[src/rtl/debounce_pkg.sv]
// Shared definitions for the debounce_pulse block: FSM state encoding and
// default parameter values.
package debounce_pkg;

    typedef enum logic [1:0] {
        IDLE        = 2'd0,
        PRESS_CHK   = 2'd1,
        HELD        = 2'd2,
        RELEASE_CHK = 2'd3
    } state_t;

    localparam int DEF_CNT_WIDTH       = 16;
    localparam int DEF_DEBOUNCE_CYCLES = 16;
    localparam int DEF_REPEAT_DELAY    = 500;
    localparam int DEF_REPEAT_PERIOD   = 100;

endpackage

[src/rtl/sync2.sv]
// Two-flop synchronizer for a single asynchronous level, synchronous
// active-low reset to 0.
module sync2 (
    input  logic clk,
    input  logic rst,
    input  logic d,
    output logic q
);

    logic meta_r;

    // Metastability filter: d -> meta_r -> q
    always_ff @(posedge clk) begin
        if (!rst) begin
            meta_r <= 1'b0;
            q      <= 1'b0;
        end else begin
            meta_r <= d;
            q      <= meta_r;
        end
    end

endmodule

[src/rtl/debounce_pulse.sv]
// Button debouncer producing a registered level plus press/release strobes.
// Optional auto-repeat on long hold is built when DEBOUNCE_AUTOREPEAT_EN is defined.
module debounce_pulse
    import debounce_pkg::*;
#(
    parameter int CNT_WIDTH       = DEF_CNT_WIDTH,
    parameter int DEBOUNCE_CYCLES = DEF_DEBOUNCE_CYCLES,
    parameter int REPEAT_DELAY    = DEF_REPEAT_DELAY,
    parameter int REPEAT_PERIOD   = DEF_REPEAT_PERIOD
) (
    input  logic clk,
    input  logic rst,
    input  logic raw_in,
    output logic level,
    output logic press_pulse,
    output logic release_pulse
);

    // The sample that enters a CHK state is the first of the run, so the
    // check completes when the counter already holds DEBOUNCE_CYCLES-2.
    localparam logic [CNT_WIDTH-1:0] CNT_LAST = CNT_WIDTH'(DEBOUNCE_CYCLES - 2);

    logic                 sync_in;
    state_t               state_r;
    state_t               state_s;
    logic [CNT_WIDTH-1:0] cnt_r;
    logic                 cnt_done_s;
    logic                 press_s;
    logic                 release_s;
    logic                 repeat_s;

    sync2 u_sync2 (
        .clk (clk),
        .rst (rst),
        .d   (raw_in),
        .q   (sync_in)
    );

    assign cnt_done_s = (cnt_r >= CNT_LAST);

    // Next-state and strobe decode
    always_comb begin
        state_s   = state_r;
        press_s   = 1'b0;
        release_s = 1'b0;
        case (state_r)
            IDLE: begin
                if (sync_in) state_s = PRESS_CHK;
                else         state_s = IDLE;
            end
            PRESS_CHK: begin
                if (!sync_in) begin
                    state_s = IDLE;
                end else if (cnt_done_s) begin
                    state_s = HELD;
                    press_s = 1'b1;
                end else begin
                    state_s = PRESS_CHK;
                end
            end
            HELD: begin
                if (!sync_in) state_s = RELEASE_CHK;
                else          state_s = HELD;
            end
            RELEASE_CHK: begin
                if (sync_in) begin
                    state_s = HELD;
                end else if (cnt_done_s) begin
                    state_s   = IDLE;
                    release_s = 1'b1;
                end else begin
                    state_s = RELEASE_CHK;
                end
            end
            default: state_s = IDLE;
        endcase
    end

    // State register
    always_ff @(posedge clk) begin
        if (!rst) state_r <= IDLE;
        else      state_r <= state_s;
    end

    // Stability counter: cleared on every state entry, saturates at all-ones
    always_ff @(posedge clk) begin
        if (!rst) begin
            cnt_r <= '0;
        end else if (state_s != state_r) begin
            cnt_r <= '0;
        end else if (cnt_r != {CNT_WIDTH{1'b1}}) begin
            cnt_r <= cnt_r + {{(CNT_WIDTH-1){1'b0}}, 1'b1};
        end else begin
            cnt_r <= cnt_r;
        end
    end

`ifdef DEBOUNCE_AUTOREPEAT_EN
    localparam logic [15:0] RPT_DELAY_LAST  = 16'(REPEAT_DELAY - 1);
    localparam logic [15:0] RPT_PERIOD_LAST = 16'(REPEAT_PERIOD - 1);

    logic [15:0] rpt_r;
    logic        rpt_first_r;
    logic        rpt_adv_s;

    // Repeat timer only advances on cycles spent in HELD; a RELEASE_CHK
    // excursion freezes it so a bounce does not restart the delay.
    assign rpt_adv_s = (state_r == HELD) && sync_in;
    assign repeat_s  = rpt_adv_s &&
                       (rpt_r == (rpt_first_r ? RPT_DELAY_LAST : RPT_PERIOD_LAST));

    // Auto-repeat timer
    always_ff @(posedge clk) begin
        if (!rst) begin
            rpt_r       <= 16'd0;
            rpt_first_r <= 1'b1;
        end else if (press_s) begin
            rpt_r       <= 16'd0;
            rpt_first_r <= 1'b1;
        end else if (repeat_s) begin
            rpt_r       <= 16'd0;
            rpt_first_r <= 1'b0;
        end else if (rpt_adv_s) begin
            rpt_r       <= rpt_r + 16'd1;
            rpt_first_r <= rpt_first_r;
        end else begin
            rpt_r       <= rpt_r;
            rpt_first_r <= rpt_first_r;
        end
    end
`else
    assign repeat_s = 1'b0;
`endif

    // Registered outputs
    always_ff @(posedge clk) begin
        if (!rst) begin
            level         <= 1'b0;
            press_pulse   <= 1'b0;
            release_pulse <= 1'b0;
        end else begin
            level         <= (state_s == HELD) || (state_s == RELEASE_CHK);
            press_pulse   <= press_s | repeat_s;
            release_pulse <= release_s;
        end
    end

endmodule
[config.mk]
export PLATFORM = sky130hd
export DESIGN_NAME = debounce_pulse
export DESIGN_NICKNAME = d
export VERILOG_FILES = /design/src/rtl/debounce_pkg.sv /design/src/rtl/sync2.sv /design/src/rtl/debounce_pulse.sv
export SDC_FILE = /design/constraint.sdc
export NUM_CORES = 1
export LEC_CHECK = 0
export CORE_UTILIZATION = 43
export CTS_BUF_LIST = sky130_fd_sc_hd__clkbuf_16
export CTS_CLUSTER_SIZE = 12
export DETAILED_ROUTE_END_ITERATION = 10
export GPL_TIMING_DRIVEN = 1
export SLEW_MARGIN = 0
export SYNTH_ARGS = -nofsm -noshare
export SYNTH_HDL_FRONTEND = slang
export SYNTH_SLANG_ARGS = --single-unit
[constraint.sdc]
create_clock -name clk -period 1.74 [get_ports clk]
set_clock_uncertainty 0.15 [all_clocks]
set_input_delay 0.348 -clock clk [delete_from_list [all_inputs] [get_ports clk]]
set_output_delay 0.348 -clock clk [all_outputs]
set_load 0.02 [all_outputs]
Yosys cells after proc, flatten, opt, wreduce, memory -nomap -nowiden:

Index checks and enable logic that the tools add are counted.

* flip-flop bits (word level): 23
* input port bits: 3
* output and inout port bits: 3
* word-level logic and storage cells: 31

* add/subtract/negate cells: 1
* $lt $le $gt $ge: 1
* equal/unequal tests: 7
* mux-type cells: 8
* bitwise logic cells: 2
* reductions and logical operators: 5

Operators with widths (number)
* 16-bit by 1-bit adder with 16-bit output (second input constant): 1
* 16-bit by 4-bit greater-or-equal comparator with 1-bit output (second input constant): 1
* 16-bit != test (second input constant): 1
* 2-bit == test (second input constant): 4
* 2-bit 2-to-1 mux: 4
* 2-bit case mux with 4 select lines: 1
* 1-bit 2-to-1 mux: 3
* 3-bit AND reduction: 1
* 3-bit OR reduction: 1
* 2-bit by 1-bit == test with 1-bit output (second input constant): 1
* 2-bit logical NOT: 1
* 2-bit != test: 1
* 1-bit NOT: 2
* 2-bit OR reduction: 1
* 1-bit logical OR: 1

Longest topological paths before layout:

* word-level depth: 6
* mapped depth: 7
* gate-level depth less buffers: 6

By module:

From an unflattened synthesis, not the netlist that was laid out.

* cell total of the unflattened synthesis: 123
* area total of the unflattened synthesis: 1087.3 µm²

By module, submodules not included
* debounce_pulse: times used 1, cells each 119, area an instance 1034.7 µm², seq. area each 420.4 µm²
* sync2: times used 1, cells each 4, area an instance 52.6 µm², seq. area each 40.0 µm²

Least setup slack after synthesis:

Ideal clock, no wire load.

* kind: flip-flop to flip-flop
* start point: register cnt_r[1]
* end point: register cnt_r[1]
* setup time: 0.086 ns
* arrival time: 1.584 ns
* data required time: 1.504 ns
* setup slack: -0.080 ns
* cell stages (with the launch flop): 5
* buffers on the path: 0
* clock period less this slack: 1.820 ns
* cells stage by stage: dfxtp_1 > ha_1 > nand4_1 > or4_1 > a211oi_1

* word-level cells in the longest chain between the ends: 6
* elaborated cells between the ends (all ways): 10
* those cells by class: add/sub: 1; order compare: 1; eq/ne: 2; mux: 5; reduce/logical: 1

Ends and longest elaborated chain
* start: declaration: line debounce_pulse.sv:26 `logic [CNT_WIDTH-1:0] cnt_r;`
* start signal: assignment: line debounce_pulse.sv:92 `cnt_r <= cnt_r + {{(CNT_WIDTH-1){1'b0}}, 1'b1};`
* start signal: assignment: line debounce_pulse.sv:94 `cnt_r <= cnt_r;`
* 16-bit by 4-bit greater-or-equal comparator with 1-bit output: line debounce_pulse.sv:39 `assign cnt_done_s = (cnt_r >= CNT_LAST);`
* 2-bit 2-to-1 mux, on equally long branches: line debounce_pulse.sv:68, debounce_pulse.sv:54
* 2-bit 2-to-1 mux, on equally long branches: line debounce_pulse.sv:66, debounce_pulse.sv:52
* 2-bit case mux with 4 select lines: line debounce_pulse.sv:46 `case (state_r)`
* 2-bit != test: line debounce_pulse.sv:89 `end else if (state_s != state_r) begin`
* 2-bit OR reduction (no source line)

Parallel ways exist; a longest one is shown, timed or not.
A chain may end at the register's enable or synchronous reset.

Final worst setup path:

* start point: register cnt_r[0]
* end point: register cnt_r[1]

Same word-level chain as after synthesis.

==> results.md <==
| Stage | Item | Reported |
|:---|:---|:---|
| power | Power density relative to cell area | 688.4 nW/um^2 |
| place | Final RePlAce weighted congestion | 0.8694 |
| floorplan | Total I/O pin count | 6 |
| synthesis | Total nets after synthesis | 127 |
| route | Initial DRC Count | 20 |
| finish | Fin nets | 168 |
| place | Number of placed instances with taps included | 181 |
| power | Standby leakage power | 0.5804 nW |
| cts | TritonCTS clock tree | yes |
| setup path | Category of the worst setup path capture point | register |
| timing | Smallest hold slack | 296.2 ps |
| outcome | Violated checks | negative setup slack |
| synthesis | Top cells by area, synth | dfxtp_1 (43%), mux2i_1 (3.7%), nand4_1 (3.5%), nor4_1 (3.5%), or4_1 (3.5%) |
| floorplan | Floorplan die area | 2719 um^2 |
| timing | Final Hold Fails | 0 |
| route | Count of TritonRoute iterations in the first routing pass | 4 |
| floorplan | Effective utilization at floorplan | 47.06% |
| setup path | Required time at the endpoint of the critical path | 1760 ps |
| floorplan | Die Height | 52.14 um |
| finish | Proportion of layout cells with a drive suffix above 1 | 46.91% |
| finish | Count of antenna diodes in the layout | 0 |
| synthesis | Count of cell types in the netlist | 34 |
| synthesis | Average footprint of a synthesized cell | 8.861 um^2 |
| global route | Antenna violations before repair | 0 |
| outcome | Outcome | finished, violations left |
| synthesis | Register bit total from synthesis | 23 |
| synthesis | Count of flip-flops with a built-in enable after synthesis | 0 |
| cts | Hold Buf Count CTS | 0 |
| place | Number of buffers inserted by port buffering | 5 |
| power | Peak supply drop | 0.7816 mV |
| global route | Wire length of the first global-routing pass | 4.485 mm |
| setup path | Worst path top cell family by delay | compound AO/OA/AOI/OAI gates |
| finish | Post-Route Utilization | 71.57% |
| synthesis | Synth cell count leaders | dfxtp_1 (23), nor2_1 (8), a21oi_1 (7) |
| synthesis | Syn. warnings | 0 |
| timing | Tmin final | 1755 ps |
| route | Total wire length after detailed routing | 3.089 mm |
| setup path | Biggest cell delay along the critical path | 370 ps |
| timing | Slew headroom | 73.26% |
| global route | Pin count of the biggest net entering global routing | 17 |
| route | Count of antenna-violating nets left after detailed routing | 0 |
| timing | Slew @ Worst Pin | 397.5 ps |
| timing | Period utilization | 100.9% |
| synthesis | Primary flip-flop cell chosen by synthesis mapping | dfxtp_1 |
| floorplan | Core Rows | 17 |
| finish | Area growth syn-to-layout | 52.08% |
| hold path | Worst min path class | reg2reg |
| setup path | R2R Setup Slk | -20 ps |
| synthesis | Post-synthesis cell type with the largest combined area | dfxtp_1 |
| route | Via density per instance | 6.047 |
| setup path | Number of buffer and inverter stages on the critical path | 2 |
| synthesis | Seq/Total Area, Yosys | 42.59% |
| setup path | Worst-path maximum fanout | 8 |
| place | HPWL reported at the end of detailed placement | 1.964 mm |
| finish | Post-route non-filler standard cell count | 190 |
| timing | Final setup violation count | 1 |
| timing | Setup TNS after final layout | -15.28 ps |
| cts | CTS root buf | clkbuf_16 |
| global route | Grt total ovfl | 0 |
| timing | Final Worst Setup Slack | -15.28 ps |
| route | Number of vias in the routed layout | 1149 |
| synthesis | Share of synthesized registers carrying an async set or reset | 0% |
| floorplan | Die outline width | 52.14 um |
| synthesis | Area of the mapped netlist | 1081 um^2 |
| cts | CTS clk-pin slew, worst paths | 70 ps |
| cts | Buffer levels on the longest clock path | 2 |
| synthesis | Area share of the largest cell type after synthesis | 42.59% |
| global route | Vias in the first global route | 1018 |
| timing | Achievable clock frequency | 569.7 MHz |
| setup path | CP max-delay cell | dfxtp_4 |
| global route | Total routing resource utilization after global routing | 22.45% |
| timing | Unrepaired setup endpoints after global routing | true |
| job | Reported max-cap violation count | 0 |
| floorplan | Core area | 2297 um^2 |
| cts | Number of buffers created by CTS | 3 |
| synthesis | Most common cell in the netlist | dfxtp_1 |
| cts | Clock latency at the later pin of the worst-skew pair | 260 ps |
| setup path | Critical path launch point type | register |
| cts | Clock sink count | 23 |
| setup path | Data arrival time at the worst-slack endpoint | 1780 ps |
| setup path | Worst setup path category | reg2reg |
| route | Number of DRC violations after detailed routing | 0 |
| setup path | Cells along the critical path | inv_4 > ha_4 > o211ai_1 > a41oi_2 > nand3b_1 > buf_6 > a211oi_2 |
| synthesis | Synthesized instance count | 122 |
| cts | CTS HTree Levels | 1 |
| route | Average wire per standard cell | 16.26 um |
| timing | Final max-slew violation count | 0 |
flip-flops by register name, summed over array words and instances (netlist names):
signal / flops
u_sync2.meta_r: 1
state_r: 2
u_sync2.q: 1
release_pulse: 1
level: 1
cnt_r: 16
press_pulse: 1
stage by stage:
step	instance area, um^2	power [W]	setup WS, ps
global placement	1385	0.0006131	-60.69
floorplan	1104	0.0005854	6.117
CTS	1501	0.001119	-37.53
detailed placement	1385	0.0006162	-80.79
finish	1644	0.001132	-15.28
global route	1644	0.001170	-106.4
path summary, 6_finish.rpt:
kind | to | from | cells past startpoint
max | cnt_r[1] | cnt_r[0] | 7
min | u_sync2.q | u_sync2.meta_r | 1
max reg2reg | cnt_r[1] | cnt_r[0] | 7
min reg2reg | u_sync2.q | u_sync2.meta_r | 1
cell usage in the layout, fill, tap and decap left out, types with 4 or more instances in the layout:
cell             instances
a21oi_1                  7
buf_4                   31
clkdlybuf4s50_1          5
dfxtp_1                  7
dfxtp_2                 13
inv_1                    4
mux2i_1                  4
nand2_1                  4
nand3_1                  4
nand4_1                  6
nor2_1                   8
o21ai_0                  5
xnor2_1                  4
logic make-up after synthesis:
family                     synth area share [%]
and+or+nand+nor                           32.64
DFF                                       42.59
AOI/OAI and AO/OA                         12.38
buffers and inverters                     3.125
xor gates and xnor gates                  3.240
muxes                                     3.704
adders and majority gates                 2.314
area by class of cell:
type	count	area [um^2]
multi-input combinational	91	709.4
tap	28	35.03
timing repair buffer	39	310.3
fill	172	653.1
clock buffer	3	75.07
sequential	23	488.0
clock inverter	1	5.005
inverter	5	21.27
power by group:
group	total [W]	switching, W	internal, W
clock	0.000506	0.000196	0.000309
sequential	0.000548	0.0000135	0.000534
combinational	0.0000782	0.0000358	0.0000424
metal layers:
layer	GRT usage, %	vias up	routed length [um]
li1	-	544	-
met1	26.83	543	1251
met2	40.17	52	1588
met3	2.632	10	182
met4	9.211	0	65
met5	0	-	0
repair_timing:
| action | 4_1_cts | 5_1_grt |
|---|---|---|
| pin swaps | 2 | 11 |
| setup buffers | 0 | 4 |
| cloned | 0 | 1 |
| endpoints found under the setup margin | 12 | 17 |
| resized for setup | 10 | 30 |
(Power assumes the default switching activity.)
